File: src/rtl/tile_eoc_ctrl_pkg.sv
// Shared types and constants for the tile boot / end-of-computation controller.
package tile_eoc_ctrl_pkg;

    typedef enum logic [1:0] {
        IDLE = 2'd0,
        BOOT = 2'd1,
        RUN  = 2'd2,
        DONE = 2'd3
    } state_e;

    // Register window: eight word slots, six of them populated.
    localparam int unsigned RegWindowBytes = 32'h20;
    localparam int unsigned NumRegs        = 6;

    // Word indices (byte offset >> 2) within the window.
    localparam logic [2:0] REG_EXIT     = 3'd0;
    localparam logic [2:0] REG_STATUS   = 3'd1;
    localparam logic [2:0] REG_BOOT     = 3'd2;
    localparam logic [2:0] REG_CYCLE_LO = 3'd3;
    localparam logic [2:0] REG_CYCLE_HI = 3'd4;
    localparam logic [2:0] REG_SCRATCH  = 3'd5;

    // STATUS register fields.
    localparam int unsigned STATUS_STATE_LSB = 0;
    localparam int unsigned STATUS_STATE_MSB = 1;

endpackage

File: src/rtl/tile_eoc_ctrl_obi_regs.sv
// OBI subordinate register file: decode, one-cycle response stage, scratch and
// CYCLE_HI shadow. EXIT writes are only flagged here; the FSM owns the code.
module tile_eoc_ctrl_obi_regs
    import tile_eoc_ctrl_pkg::*;
#(
    parameter int unsigned            AddrWidth = 32,
    parameter logic [AddrWidth-1:0]   BaseAddr  = '0
) (
    input  logic                 clk_i,
    input  logic                 rst_ni,
    input  logic                 obi_req_i,
    output logic                 obi_gnt_o,
    input  logic [AddrWidth-1:0] obi_addr_i,
    input  logic                 obi_we_i,
    input  logic [3:0]           obi_be_i,
    input  logic [31:0]          obi_wdata_i,
    output logic                 obi_rvalid_o,
    output logic [31:0]          obi_rdata_o,
    output logic                 obi_err_o,
    input  state_e               state_i,
    input  logic [31:0]          boot_addr_i,
    input  logic [63:0]          cycle_cnt_i,
    input  logic [31:0]          exit_code_i,
    output logic                 exit_wr_o
);

    logic [2:0]  reg_idx;
    logic        unused_addr_bits;
    logic [31:0] rdata_d, rdata_q;
    logic        err_d, err_q;
    logic        rvalid_q;
    logic [31:0] scratch_d, scratch_q;
    logic [31:0] shadow_d, shadow_q;

    // The window is 0x20-aligned, so subtracting the base only touches addr[4:2].
    assign reg_idx          = obi_addr_i[4:2] - BaseAddr[4:2];
    assign unused_addr_bits = ^{obi_addr_i[AddrWidth-1:5], obi_addr_i[1:0]};

    assign obi_gnt_o    = obi_req_i;
    assign obi_rvalid_o = rvalid_q;
    assign obi_rdata_o  = rdata_q;
    assign obi_err_o    = err_q;

    // Decode the current request into response data, error and side effects.
    always_comb begin
        rdata_d   = '0;
        err_d     = 1'b0;
        exit_wr_o = 1'b0;
        scratch_d = scratch_q;
        shadow_d  = shadow_q;
        if (obi_req_i) begin
            case (reg_idx)
                REG_EXIT: begin
                    if (!obi_we_i)             rdata_d   = exit_code_i;
                    else if (state_i == RUN)   exit_wr_o = 1'b1;
                    else                       err_d     = 1'b1;
                end
                REG_STATUS: begin
                    if (obi_we_i) err_d = 1'b1;
                    else          rdata_d[STATUS_STATE_MSB:STATUS_STATE_LSB] = state_i;
                end
                REG_BOOT: begin
                    if (obi_we_i) err_d   = 1'b1;
                    else          rdata_d = boot_addr_i;
                end
                REG_CYCLE_LO: begin
                    if (obi_we_i) begin
                        err_d = 1'b1;
                    end else begin
                        rdata_d  = cycle_cnt_i[31:0];
                        shadow_d = cycle_cnt_i[63:32];
                    end
                end
                REG_CYCLE_HI: begin
                    if (obi_we_i) err_d   = 1'b1;
                    else          rdata_d = shadow_q;
                end
                REG_SCRATCH: begin
                    if (obi_we_i) begin
                        for (int b = 0; b < 4; b++) begin
                            if (obi_be_i[b]) scratch_d[8*b +: 8] = obi_wdata_i[8*b +: 8];
                        end
                    end else begin
                        rdata_d = scratch_q;
                    end
                end
                default: err_d = 1'b1;
            endcase
        end
    end

    // Response stage and storage registers.
    always_ff @(posedge clk_i or negedge rst_ni) begin
        if (!rst_ni) begin
            rvalid_q  <= 1'b0;
            rdata_q   <= '0;
            err_q     <= 1'b0;
            scratch_q <= '0;
            shadow_q  <= '0;
        end else begin
            rvalid_q  <= obi_req_i;
            rdata_q   <= rdata_d;
            err_q     <= err_d;
            scratch_q <= scratch_d;
            shadow_q  <= shadow_d;
        end
    end

endmodule

File: src/rtl/tile_eoc_ctrl.sv
// Tile boot / end-of-computation controller.
//   state | meaning
//   IDLE  | waiting for the host fetch enable
//   BOOT  | boot address latched, one cycle before releasing the core
//   RUN   | core fetching, cycle counter running
//   DONE  | exit code latched, EOC raised, counter frozen
module tile_eoc_ctrl
    import tile_eoc_ctrl_pkg::*;
#(
    parameter int unsigned          AddrWidth = 32,
    parameter int unsigned          DataWidth = 32,
    parameter logic [AddrWidth-1:0] BaseAddr  = '0
) (
    input  logic                 clk_i,
    input  logic                 rst_ni,
    input  logic                 fetch_en_i,
    input  logic [31:0]          boot_addr_i,
    output logic                 core_fetch_en_o,
    output logic [31:0]          core_boot_addr_o,
    output logic                 eoc_o,
    output logic [DataWidth-1:0] exit_code_o,
    input  logic                 obi_req_i,
    output logic                 obi_gnt_o,
    input  logic [AddrWidth-1:0] obi_addr_i,
    input  logic                 obi_we_i,
    input  logic [3:0]           obi_be_i,
    input  logic [DataWidth-1:0] obi_wdata_i,
    output logic                 obi_rvalid_o,
    output logic [DataWidth-1:0] obi_rdata_o,
    output logic                 obi_err_o
);

    state_e      state_q, state_d;
    logic [31:0] boot_addr_q, boot_addr_d;
    logic [31:0] exit_code_q, exit_code_d;
    logic [63:0] cycle_q, cycle_d;
    logic        exit_wr;

    // Next state; a falling fetch enable always beats a same-cycle EXIT write.
    always_comb begin
        state_d     = state_q;
        boot_addr_d = boot_addr_q;
        exit_code_d = exit_code_q;
        cycle_d     = cycle_q;
        case (state_q)
            IDLE: begin
                if (fetch_en_i) begin
                    boot_addr_d = boot_addr_i;
                    cycle_d     = '0;
                    state_d     = BOOT;
                end
            end
            BOOT: state_d = fetch_en_i ? RUN : IDLE;
            RUN: begin
                cycle_d = cycle_q + 64'd1;
                if (!fetch_en_i) begin
                    state_d = IDLE;
                end else if (exit_wr) begin
                    exit_code_d = obi_wdata_i;
                    state_d     = DONE;
                end
            end
            DONE: begin
                if (!fetch_en_i) state_d = IDLE;
            end
            default: state_d = IDLE;
        endcase
    end

    // FSM, boot address, exit code and cycle counter registers.
    always_ff @(posedge clk_i or negedge rst_ni) begin
        if (!rst_ni) begin
            state_q     <= IDLE;
            boot_addr_q <= '0;
            exit_code_q <= '0;
            cycle_q     <= '0;
        end else begin
            state_q     <= state_d;
            boot_addr_q <= boot_addr_d;
            exit_code_q <= exit_code_d;
            cycle_q     <= cycle_d;
        end
    end

    assign core_fetch_en_o  = (state_q == RUN) || (state_q == DONE);
    assign eoc_o            = (state_q == DONE);
    assign core_boot_addr_o = boot_addr_q;
    assign exit_code_o      = exit_code_q;

    tile_eoc_ctrl_obi_regs #(
        .AddrWidth (AddrWidth),
        .BaseAddr  (BaseAddr)
    ) u_obi_regs (
        .clk_i        (clk_i),
        .rst_ni       (rst_ni),
        .obi_req_i    (obi_req_i),
        .obi_gnt_o    (obi_gnt_o),
        .obi_addr_i   (obi_addr_i),
        .obi_we_i     (obi_we_i),
        .obi_be_i     (obi_be_i),
        .obi_wdata_i  (obi_wdata_i),
        .obi_rvalid_o (obi_rvalid_o),
        .obi_rdata_o  (obi_rdata_o),
        .obi_err_o    (obi_err_o),
        .state_i      (state_q),
        .boot_addr_i  (boot_addr_q),
        .cycle_cnt_i  (cycle_q),
        .exit_code_i  (exit_code_q),
        .exit_wr_o    (exit_wr)
    );

endmodule
File: config.mk
export PLATFORM = sky130hd
export DESIGN_NAME = tile_eoc_ctrl
export DESIGN_NICKNAME = d
export VERILOG_FILES = /design/src/rtl/tile_eoc_ctrl_pkg.sv /design/src/rtl/tile_eoc_ctrl_obi_regs.sv /design/src/rtl/tile_eoc_ctrl.sv
export SDC_FILE = /design/constraint.sdc
export NUM_CORES = 1
export LEC_CHECK = 0
export ABC_AREA = 1
export BUFFER_PORTS_ARGS = -buffer_cell sky130_fd_sc_hd__buf_2
export CAP_MARGIN = 5
export CORE_MARGIN = 2
export CORE_UTILIZATION = 30
export DETAILED_ROUTE_END_ITERATION = 12
export GPL_TIMING_DRIVEN = 0
export PLACE_DENSITY_LB_ADDON = 0.3
export REMOVE_ABC_BUFFERS = 1
export SYNTH_ARGS = -nofsm -noshare
export SYNTH_HDL_FRONTEND = slang
export SYNTH_SLANG_ARGS = --single-unit
File: constraint.sdc
create_clock -name clk_i -period 1.5 [get_ports clk_i]
set_input_delay 0.3 -clock clk_i [delete_from_list [all_inputs] [get_ports clk_i]]
set_output_delay 0.3 -clock clk_i [all_outputs]
set_load 0.02 [all_outputs]
; ---- Yosys cells after proc, flatten, opt, wreduce, memory -nomap -nowiden
; Cells that the tools add are included.
[totals]
reg_bits = 228
in_bits = 105
wordCells = 65
[op_classes]
addsub = 1
eq_ne = 11
n_mux = 26
bitwise_logic = 1
n_reduce_logical = 14
[op_table]
columns = cell, n
row1 = $mux W32, 6
row2 = $pmux W30 S5, 1
row3 = $pmux W64 S2, 1
row4 = $add A64 B1 Y64 const B, 1
row5 = $mux W64, 1
row6 = $reduce_and A4 Y1, 4
row7 = $mux W2, 6
row8 = $pmux W2 S6, 1
row9 = $reduce_and A3 Y1, 3
row10 = $mux W1, 8
row11 = $pmux W2 S4, 1
row12 = $eq A3 B2 Y1 const B, 2
row13 = $eq A3 B3 Y1 const B, 2
row14 = $eq A2 B2 Y1 const B, 2
row15 = $ne A2 B2 Y1 const B, 2
row16 = $reduce_and A2 Y1, 2
row17 = $reduce_or A4 Y1, 1
row18 = $eq A3 B1 Y1 const B, 1
row19 = $logic_not A3 Y1, 1
row20 = $ne A3 B3 Y1 const B, 1
row21 = $pmux W1 S3, 1
row22 = $eq A2 B1 Y1 const B, 1
row23 = $logic_not A2 Y1, 1
row24 = $reduce_bool A2 Y1, 1
row25 = 2 further kinds, 2

; ---- Longest topological paths before layout
; Gate-level depths: netlist (run 1).
[depth]
word_depth = 8
mapped_depth = 11

; ---- Cells and area by module
; Synthesis (run 1) repeated with hierarchy kept, for this count alone.
[hier_totals]
cells_unflattened = 1478
hier_area_um2 = 11559.8
[by_module_without_submodules]
columns = mod, n_inst, cells_per_inst, area_per_inst_um2
row1 = tile_eoc_ctrl, 1, 851, 6700.2
row2 = tile_eoc_ctrl_obi_regs, 1, 627, 4859.7

; ---- Worst setup path before layout (run 1)
; No wires, ideal clock.
[synth_path]
kind = register to register
startpoint = reg cycle_q[0]
endpoint = reg cycle_q[62]
setup_ps = 123
t_arrival_ps = 1403
t_required_ps = 1377
slack_ps = -26
path_stages_with_launch = 9
path_buffers = 0
cell_sequence = dfrtp_1 ha_1 nand2_1 nor2_4 nand3_1 nor2_1 nand2_1 o21ai_0 nand2_1
[synth_via]
elab_chain_len = 2
[synth_lines]
columns = element, line_no
row1 = start: declaration, tile_eoc_ctrl.sv:36  ; logic [63:0] cycle_q, cycle_d;
row2 = start signal: assignment, tile_eoc_ctrl.sv:81  ; cycle_q <= cycle_d;
row3 = $add A64 B1 Y64, tile_eoc_ctrl.sv:55  ; cycle_d = cycle_q + 64'd1;
row4 = $pmux W64 S2, tile_eoc_ctrl.sv:45  ; case (state_q)
; No other way between the ends.
; A chain may end at the register's enable or synchronous reset.

; ---- Final worst setup path (run 1)
[layout_path]
startpoint = reg cycle_q[1]
endpoint = reg cycle_q[54]
; The elaborated chain is that of the path after synthesis.

==> results.cfg, run 1 <==
[outcome]
status = complete, but fails checks
violations = negative hold slack, negative setup slack

[detailed_routing]
drtIter0Drc = 763
final_antenna_net_count = 0
totalWireLength_um = 43600
viasPerCell = 4.87
drcViolationCount = 0
post_drt_wl_per_cell_um = 19.5
drt_pass1_iterations = 5
vias = 10900

[yosys]
synth_top_cell_by_area = dfrtp_1
synth-seq-cells = 228
seq_area_frac_synth_pct = 51.7
synthFlopType = dfrtp_1
netlist_area_um2 = 11000
synth.area.top_cells = dfrtp_1 52%, nand2_1 17%, nor2_1 5.2%, inv_1 4.6%, o21ai_0 3.4%
ys_types = 38
synthCells = 1421
synth_edf_count = 0
ys_top_cells_by_count = 487 x nand2_1, 228 x dfrtp_1, 154 x nor2_1, 136 x inv_1, 76 x o21ai_0
yosysMostFrequentCell = nand2_1
synthArstFlopShare_pct = 100
synth.avg_cell_area_um2 = 7.77
yosys_warnings = 0
synth_top_area_share_pct = 51.7

[final_layout]
final_nets = 1854
antenna_cells = 0
num-fill-cells = 3594
fin_area_um2 = 16100
area_growth_pct = 46.1
layout-drive-gt1-share_pct = 31.1
fin_util_pct = 44.3

[cts]
cts_tree = yes
cts_max_path_buffers = 3
clkSinkCount = 228
cts_root_buf = clkbuf_16
clkTransAtPathRegs_ns = 0.06
htree_levels = 1
cts_hold_buf = 65
cts_buffers = 27
clock_latency_ns = 0.56

[global_routing]
grt_max_degree = 107
grt_use_total_pct = 21.7
antenna_found_initial = 0
grt_pass1_wl_um = 63300
grt_overflow = 0
grt_pass1_vias = 10500

[timing]
fin_skew_ns = 0.0128
fin_crit_sh_pct = 119
tightest_slew_ns = 0.826
rsz0062_at_grt = true
setup_slack_ns = -0.278
final-max-slew-violation-count = 0
hold_viol_final = 105
max_freq_ghz = 0.562
relSlewSlack_pct = 44.9
hold_slack_ns = -0.184
fin_crit_ns = 1.78
setup_violations = 83
finalSetupTns_ns = -9.19

[critical_path]
worstPathCellList = ha_4 -> nand2_4 -> nor2_4 -> buf_6 -> nand3_4 -> nor2_4 -> buf_4 -> nand3_4 -> nor3_2 -> nor2_1
critical_path_class = flip-flop to flip-flop
worst-path-max-fanout = 3
cp.buffers_inverters = 2
worstSetupEndpointType = flip-flop
cp.arrival_ns = 2.23
cpPeakStageDelay_ns = 0.39
crit_slowest_cell = dfrtp_1
cpLargestDelayFamily = simple AND/OR/NAND/NOR gates
startpoint_type = flip-flop
required_ns = 1.95

[floorplan]
rows = 70
start_util_pct = 30.3
io-pin-count = 206
chipHeight_um = 196
core_area_um2 = 36400
dieArea_um2 = 38300
die_w_um = 196

[power_and_ir_drop]
total_power_mw = 17.1
leakagePower_nw = 7.71
p_per_area_nw_per_um2 = 1060
vdd_ir_drop_max_mv = 0.684

[placed_design]
gp_congestion = 0.902
place_ws_ns = -1.54
io_buffers = 176
hpwl_um = 25400
dpl_cell_area_um2 = 12500

[min_path]
hp-class = primary input to async pin

[job]
drv_cap = 0
## what timing repair did
item                                    in CTS  in global routing
pin swaps                                   42                 29
gates resized for setup                    174                142
endpoints found under the setup margin     203                118
hold endpoints to repair                   190                105
buffers inserted                            58                 20
cloned                                      11                  7
## cells in the final DEF, fill, tap and decap left out, types with 5 or more instances in the layout
cell type	instances
nand2_1	419
dfrtp_1	207
buf_2	173
inv_1	129
nor2_1	119
dlygate4sd3_1	65
o21ai_1	59
o21ai_0	59
buf_4	55
a21oi_1	47
nand3_1	44
nand2_2	42
nor2_4	42
nand2_4	29
clkbuf_16	29
dfrtp_2	21
a31oi_1	20
nand4_1	20
buf_6	16
nor2_2	15
mux2_2	15
nand3_4	14
inv_2	11
nand3_2	11
buf_16	10
clkbuf_8	8
buf_12	8
a211oi_1	7
nor3_2	7
o21ai_2	5
clkbuf_1	5
## through the flow
step,instances,hold WS (ns)
4_1_cts,2209,-0.160
3_3_place_gp,2018,0.449
2_1_floorplan,1374,0.00441
3_5_place_dp,2027,0.436
5_1_grt,2235,-0.122
6_report,2235,-0.184
## per-layer routing
layer / global-route usage (%) / up-vias / part of all wire (%)
li1: - / 5206 / -
met1: 29.8 / 5254 / 45
met2: 36.0 / 360 / 47
met3: 3.15 / 68 / 5.7
met4: 5.39 / 0 / 2.4
met5: 0 / - / 0
## where the power goes
part	switching [mW]	leakage (nW)	total, mW	internal (mW)
Sequential	0.385	3.00	7.11	6.73
Combinational	1.88	4.26	3.03	1.15
Clock	2.74	0.451	6.94	4.20
Total	5.00	7.71	17.1	12.1
## kinds of logic (layout without fill, tap and decap cells)
family	Yosys count	after routing	synth area share, %
fa+ha+maj	1	1	0.113
simple gates	771	776	29.3
flops	228	228	51.7
compound gates	210	210	10.1
mux	17	17	1.71
buf+inv	194	535	7.04
## area by class of cell
type / count / area, µm² / area share, %
repair inverters: 8 / 155 / 0.962
clock inverters: 8 / 124 / 0.768
flip-flops and latches: 228 / 5730 / 35.5
well taps: 468 / 586 / 3.63
multi-input cells: 1004 / 5480 / 34.0
inverters: 147 / 607 / 3.76
clock buffers: 40 / 805 / 4.99
repair buffers: 332 / 2640 / 16.4
## state kept, by name, summed over array words and instances, names as in the netlist
| signal | cells |
|---|---|
| u_obi_regs.obi_rvalid_o | 1 |
| u_obi_regs.obi_err_o | 1 |
| exit_code_o | 32 |
| u_obi_regs.scratch_q | 32 |
| u_obi_regs.obi_rdata_o | 32 |
| u_obi_regs.shadow_q | 32 |
| core_boot_addr_o | 32 |
| state_q | 2 |
| cycle_q | 64 |
## final timing paths
kind                                                     start                              endpoint  slack (ns)  cells past startpoint
min reg2reg                u_obi_regs.shadow_q[12]$_DFFE_PN0P_   u_obi_regs.shadow_q[12]$_DFFE_PN0P_        0.49                      2
max reg2reg                             cycle_q[1]$_DFFE_PN0P_               cycle_q[54]$_DFFE_PN0P_       -0.28                     10
max                                     cycle_q[1]$_DFFE_PN0P_               cycle_q[54]$_DFFE_PN0P_       -0.28                     10
max in group asynchronous                               rst_ni               cycle_q[28]$_DFFE_PN0P_        0.51                      3
min                                                     rst_ni       core_boot_addr_o[9]$_DFFE_PN0P_       -0.18                      1
min in group clk_i                             obi_wdata_i[27]  u_obi_regs.scratch_q[27]$_DFFE_PN0P_        0.02                      3
Power figures use the tool's default switching activity.
==> run 2, diff against run 1 <==
- CTS_BUF_LIST: unset -> sky130_fd_sc_hd__clkbuf_8
==> run 2 against run 1 <==
Sequential share of layout area fell by 1.5 points. Largest cell class unchanged. Largest power group unchanged. Design area rose by 4.4%. The run still ends with negative hold slack, negative setup slack left. Critical path depth rose by 1. Maximum frequency fell by 1.2%. Global-route usage rose by 0.97 points. Combinational power rose by 21%.
==> results.cfg, run 2 (same netlist as run 1, synthesis figures left out) <==
[floorplan]
chipHeight_um = 196
rows = 70
die_w_um = 196
io-pin-count = 206
start_util_pct = 30.3
core_area_um2 = 36400
dieArea_um2 = 38300

[detailed_routing]
final_antenna_net_count = 0
drt_pass1_iterations = 5
drcViolationCount = 0
drtIter0Drc = 661
totalWireLength_um = 44300
vias = 11200
viasPerCell = 4.81
post_drt_wl_per_cell_um = 19.0

[cts]
clock_latency_ns = 0.62
clkSinkCount = 228
clkTransAtPathRegs_ns = 0.06
htree_levels = 2
cts_root_buf = clkbuf_8
cts_max_path_buffers = 3
cts_hold_buf = 68
cts_tree = yes
cts_buffers = 45

[power_and_ir_drop]
vdd_ir_drop_max_mv = 0.787
total_power_mw = 17.2
p_per_area_nw_per_um2 = 1020
leakagePower_nw = 8.09

[final_layout]
final_cell_mix = 421 x nand2_1, 209 x dfrtp_1, 143 x inv_1, 133 x buf_4, 127 x buf_2
antenna_cells = 0
largest_reg_flops = 64
final_common_cell = nand2_1
fin_area_um2 = 16800
layout-drive-gt1-share_pct = 34.2
largest-register = cycle_q
final_nets = 1936
area_growth_pct = 52.6

[timing]
tightest_slew_ns = 0.834
max_freq_ghz = 0.555
final-max-slew-violation-count = 0
hold_slack_ns = -0.232
fin_crit_sh_pct = 120
hold_viol_final = 105
fin_skew_ns = 0.0278
rsz0062_at_grt = true
setup_slack_ns = -0.301
fin_crit_ns = 1.80
relSlewSlack_pct = 44.4
setup_violations = 126

[critical_path]
worst-path-max-fanout = 7
cp.arrival_ns = 2.29
critical_path_class = flip-flop to flip-flop
required_ns = 1.99
startpoint_type = flip-flop
worstSetupEndpointType = flip-flop

[global_routing]
grt_overflow = 0
grt_pass1_wl_um = 65300
grt_use_total_pct = 22.7
grt_pass1_vias = 10900
antenna_found_initial = 1
grt_max_degree = 107

[job]
drv_cap = 0

[placed_design]
hpwl_um = 25400
dpl_cell_area_um2 = 12500
gp_congestion = 0.902
io_buffers = 176

[outcome]
violations = negative hold slack, negative setup slack
status = complete, but fails checks

[min_path]
hp-class = primary input to async pin
## run 2: per-stage QoR
step | hold slack [ns] | setup slack (ns) | setup TNS, ns | utilization, % | cells
6_report | -0.232 | -0.301 | -21.01 | 46.2 | 2330
5_1_grt | -0.180 | -0.330 | -26.92 | 46.2 | 2330
4_1_cts | -0.223 | -0.281 | -11.03 | 43.7 | 2298
3_5_place_dp | 0.436 | -1.54 | -212.59 | 34.4 | 2027
3_3_place_gp | 0.449 | -4.36 | -1459.06 | 33.7 | 2018
2_1_floorplan | 0.00441 | -1.58 | -140.10 | - | 1374
## run 2: worst paths after layout
check	startpoint	endpoint	slack (ns)	cells after the start
worst max-delay path	state_q[0]$_DFFE_PN0P_	cycle_q[4]$_DFFE_PN0P_	-0.30	11
worst min-delay path	rst_ni	core_boot_addr_o[9]$_DFFE_PN0P_	-0.23	1
worst max register to register	state_q[0]$_DFFE_PN0P_	cycle_q[4]$_DFFE_PN0P_	-0.30	11
worst min register to register	u_obi_regs.shadow_q[12]$_DFFE_PN0P_	u_obi_regs.shadow_q[12]$_DFFE_PN0P_	0.48	2
max in group asynchronous	rst_ni	cycle_q[28]$_DFFE_PN0P_	0.57	3
min in group clk_i	fetch_en_i	state_q[1]$_DFFE_PN0P_	0.12	3
## run 2: layout make-up
cell class | count | area, µm²
well taps | 468 | 586
clock buffers | 62 | 853
inverters | 147 | 613
repair buffers | 399 | 3450
multi-input cells | 1003 | 5410
fillers | 3513 | 19600
repair inverters | 6 | 121
clock inverters | 17 | 71.3
flip-flops and latches | 228 | 5730
## run 2: per-layer routing
metal  part of all wire [%]  global-route usage (%)
met2                     48                    37.3
met5                      0                       0
met1                     44                    30.7
met4                    3.0                    7.15
met3                    5.3                    3.64
## run 2: power by group
group	internal, mW	switching, mW	total (mW)	leakage [nW]
combinational	1.65	2.03	3.68	4.56
sequential	6.73	0.331	7.06	3.00
clock	3.64	2.85	6.49	0.527
total	12.0	5.21	17.2	8.09
## run 2: worst max-delay path, stage by stage (launching register included)
cell       delay, ns
dfrtp_1         0.43
buf_6           0.14
buf_6           0.10
buf_6           0.11
nor2_4          0.17
nand2_8         0.08
buf_16          0.20
clkinv_16       0.10
nor2_4          0.06
inv_2           0.08
o22ai_2         0.06
o21a_1          0.11
## run 2: timing repair
action,in CTS,in global routing
pin swaps,47,52
endpoints found under the hold margin,203,105
gates cloned,13,5
setup buffers,111,28
resized for setup,202,196
endpoints found under the setup margin,232,157
==> run 3, diff against run 2 <==
- CTS_BUF_LIST: sky130_fd_sc_hd__clkbuf_8 -> unset
- SYNTH_HIERARCHICAL: unset -> 1
- clock period: 1.5 -> 2.35 ns (I/O delays scaled with it)
==> run 3 against run 2 <==
The flow now finishes without violations. Final cell count shrank 6.6%. Critical path depth decreased by 1. Sequential power down 36%. Clock-buffer cell count decreased by 22. Sequential share of layout area grew 6.3 points. Via count shrank 7.2%. Maximum frequency shrank 18%. Clock power down 28%. Register-to-register slack improved by 0.45 ns. Worst setup slack better by 0.45 ns.
==> results.cfg, run 3 <==
[power_and_ir_drop]
total_power_mw = 10.7
leakagePower_nw = 6.85
p_per_area_nw_per_um2 = 757
vdd_ir_drop_max_mv = 0.553

[global_routing]
grt_overflow = 0
antenna_found_initial = 0
grt_pass1_vias = 10400
grt_pass1_wl_um = 62600
grt_use_total_pct = 19.9
grt_max_degree = 100

[yosys]
seq_area_frac_synth_pct = 49.4
synth-seq-cells = 228
synth.area.top_cells = dfrtp_1 49%, nand2_1 17%, nor2_1 5.1%, nand3_1 4.2%, inv_1 3.5%
netlist_area_um2 = 11600
synth-simple-area-share_pct = 33.9
ys_types = 39
yosys_warnings = 6
synth.avg_cell_area_um2 = 7.82
synthMuxAreaShare_pct = 3.30
yosys.area_share.adder_pct = 0.108
ys_top_cells_by_count = 524 x nand2_1, 228 x dfrtp_1, 157 x nor2_1, 108 x inv_1, 97 x nand3_1
yosysMostFrequentCell = nand2_1
synth_top_area_share_pct = 49.4
synth_top_cell_by_area = dfrtp_1
synthFlopType = dfrtp_1
synth_compound_area_share_pct = 6.70
synthArstFlopShare_pct = 100
synth_top_family_by_area = simple AND/OR/NAND/NOR gates
synthCells = 1478
synth-xor-area-share_pct = 0
synth_edf_count = 0

[placed_design]
gp_congestion = 0.832
hpwl_um = 27300
io_buffers = 176

[final_layout]
antenna_cells = 0
area_growth_pct = 22.3
final_common_cell = nand2_1
layout-drive-gt1-share_pct = 19.5
largest-register = cycle_q
largest_reg_flops = 64
final_nets = 1752
final_cell_mix = 524 x nand2_1, 228 x dfrtp_1, 174 x buf_2, 155 x nor2_1, 108 x inv_1
fin_util_pct = 37.3

[critical_path]
worstPathCellList = ha_1 -> nand2_1 -> nor2_2 -> nand2_2 -> nor2_2 -> nand2_2 -> nor2_4 -> nand2_1 -> nand3_1 -> nand2_1
startpoint_type = flip-flop
crit_slowest_cell = dfrtp_1
critical_path_class = flip-flop to flip-flop
required_ns = 2.80
worst-path-max-fanout = 6
cpPeakStageDelay_ns = 0.50
cp.arrival_ns = 2.65
cp_common_cell = nand2_1
worstSetupEndpointType = flip-flop

[timing]
relSlewSlack_pct = 33.7
tightest_slew_ns = 0.994
rsz0062_at_grt = false
fin_crit_ns = 2.20
hold_viol_final = 0
setup_violations = 0
fin_crit_sh_pct = 93.6
final-max-slew-violation-count = 0
max_freq_ghz = 0.455
fin_skew_ns = 0.00972

[detailed_routing]
vias = 10400
wl_met1_um = 19100
drtIter0Drc = 741
wl_met3_um = 1850
top_layer = met4
totalWireLength_um = 40000
post_drt_wl_per_cell_um = 18.4
final_antenna_net_count = 0
wl_met2_um = 18500
drcViolationCount = 0
viasPerCell = 4.78
drt_pass1_iterations = 5

[floorplan]
dieArea_um2 = 40100
rows = 71
die_w_um = 200
chipHeight_um = 200
start_util_pct = 30.5
core_area_um2 = 37800
io-pin-count = 206

[cts]
cts_max_path_buffers = 3
clock_latency_ns = 0.56
cts_root_buf = clkbuf_16
clkSinkCount = 228
cts_tree = yes
cts_buffers = 28
htree_levels = 1
clkTransAtPathRegs_ns = 0.06

[job]
drv_cap = 0

[min_path]
hp-class = primary input to flip-flop

[outcome]
status = complete, no violations
-- run 3: changes by cell type after synthesis, moves of 15 or more --
cell and delta:
nand4_1 +33, mux2_2 +18, nand3_1 +37, a31oi_1 -20
inv_1 -28, buf_2 +15, nand2_1 +37, o21ai_1 -31
-- run 3: cells by family (layout without fill, tap and decap cells) --
| kind of cell | Yosys count | count (layout) |
|---|---|---|
| buffers and inverters | 174 | 358 |
| AOI/OAI and AO/OA | 148 | 148 |
| adders and majority gates | 1 | 1 |
| and+or+nand+nor | 893 | 896 |
| muxes | 34 | 34 |
| DFF | 228 | 228 |
-- run 3: path summary, 6_finish.rpt --
path                                                     startpoint                             endpoint  slack, ns  cells past startpoint
min in group asynchronous                                    rst_ni          exit_code_o[10]$_DFFE_PN0P_       0.38                      2
worst max-delay path                         cycle_q[0]$_DFFE_PN0P_              cycle_q[62]$_DFFE_PN0P_       0.15                     10
max in group asynchronous                                    rst_ni     core_boot_addr_o[30]$_DFFE_PN0P_       0.67                      4
worst max register to register               cycle_q[0]$_DFFE_PN0P_              cycle_q[62]$_DFFE_PN0P_       0.15                     10
worst min-delay path                                      obi_req_i    u_obi_regs/obi_rvalid_o$_DFF_PN0_       0.06                      1
worst min register to register  u_obi_regs/shadow_q[21]$_DFFE_PN0P_  u_obi_regs/shadow_q[21]$_DFFE_PN0P_       0.47                      2
-- run 3: worst max-delay path: cells and delay by family, from the launching register on --
kind	cells	cell delay [ns]
simple gates	9	1.36
fa+ha+maj	1	0.23
flops	1	0.50
-- run 3: cell type report --
class	instances	area [µm²]
clock inverters	9	170
fillers	4021	23700
inverters	114	443
multi-input cells	1079	5140
clock buffers	40	807
repair buffers	195	1220
flip-flops and latches	228	5710
well taps	511	639
-- run 3: report_power, final --
group          internal, mW  switching, mW  total [mW]
Clock                  2.91           1.75        4.66
Sequential             4.30          0.231        4.53
Combinational         0.496           1.02        1.52
Total                  7.70           3.00        10.7
-- run 3: routing by layer --
| layer | track usage (%) | up-vias |
|---|---|---|
| met5 | 0 | - |
| met3 | 2.36 | 41 |
| met1 | 28.5 | 5011 |
| met2 | 32.6 | 255 |
| met4 | 4.07 | 0 |
| li1 | - | 5091 |
-- run 3: stage by stage --
step / setup slack (ns) / instances / TNS (ns) / cell area [µm²] / hold slack [ns]
floorplan: -1.53 / 1418 / -78.68 / 11200 / 0.174
global placement: -4.46 / 2105 / -1238.21 / 12700 / 0.460
detailed placement: -1.50 / 2114 / -70.60 / 13000 / 0.359
CTS: 0.00161 / 2173 / 0 / 14100 / 0.0250
global route: 0.00291 / 2176 / 0 / 14100 / 0.0542
finish: 0.152 / 2176 / 0 / 14100 / 0.0554
-- run 3: what timing repair did --
item,4_1_cts,5_1_grt
buffers inserted,6,2
gates cloned,3,0
endpoints found under the hold margin,33,0
pin swaps,5,1
hold buffers,1,0
endpoints found under the setup margin,78,38
resized for setup,6,3
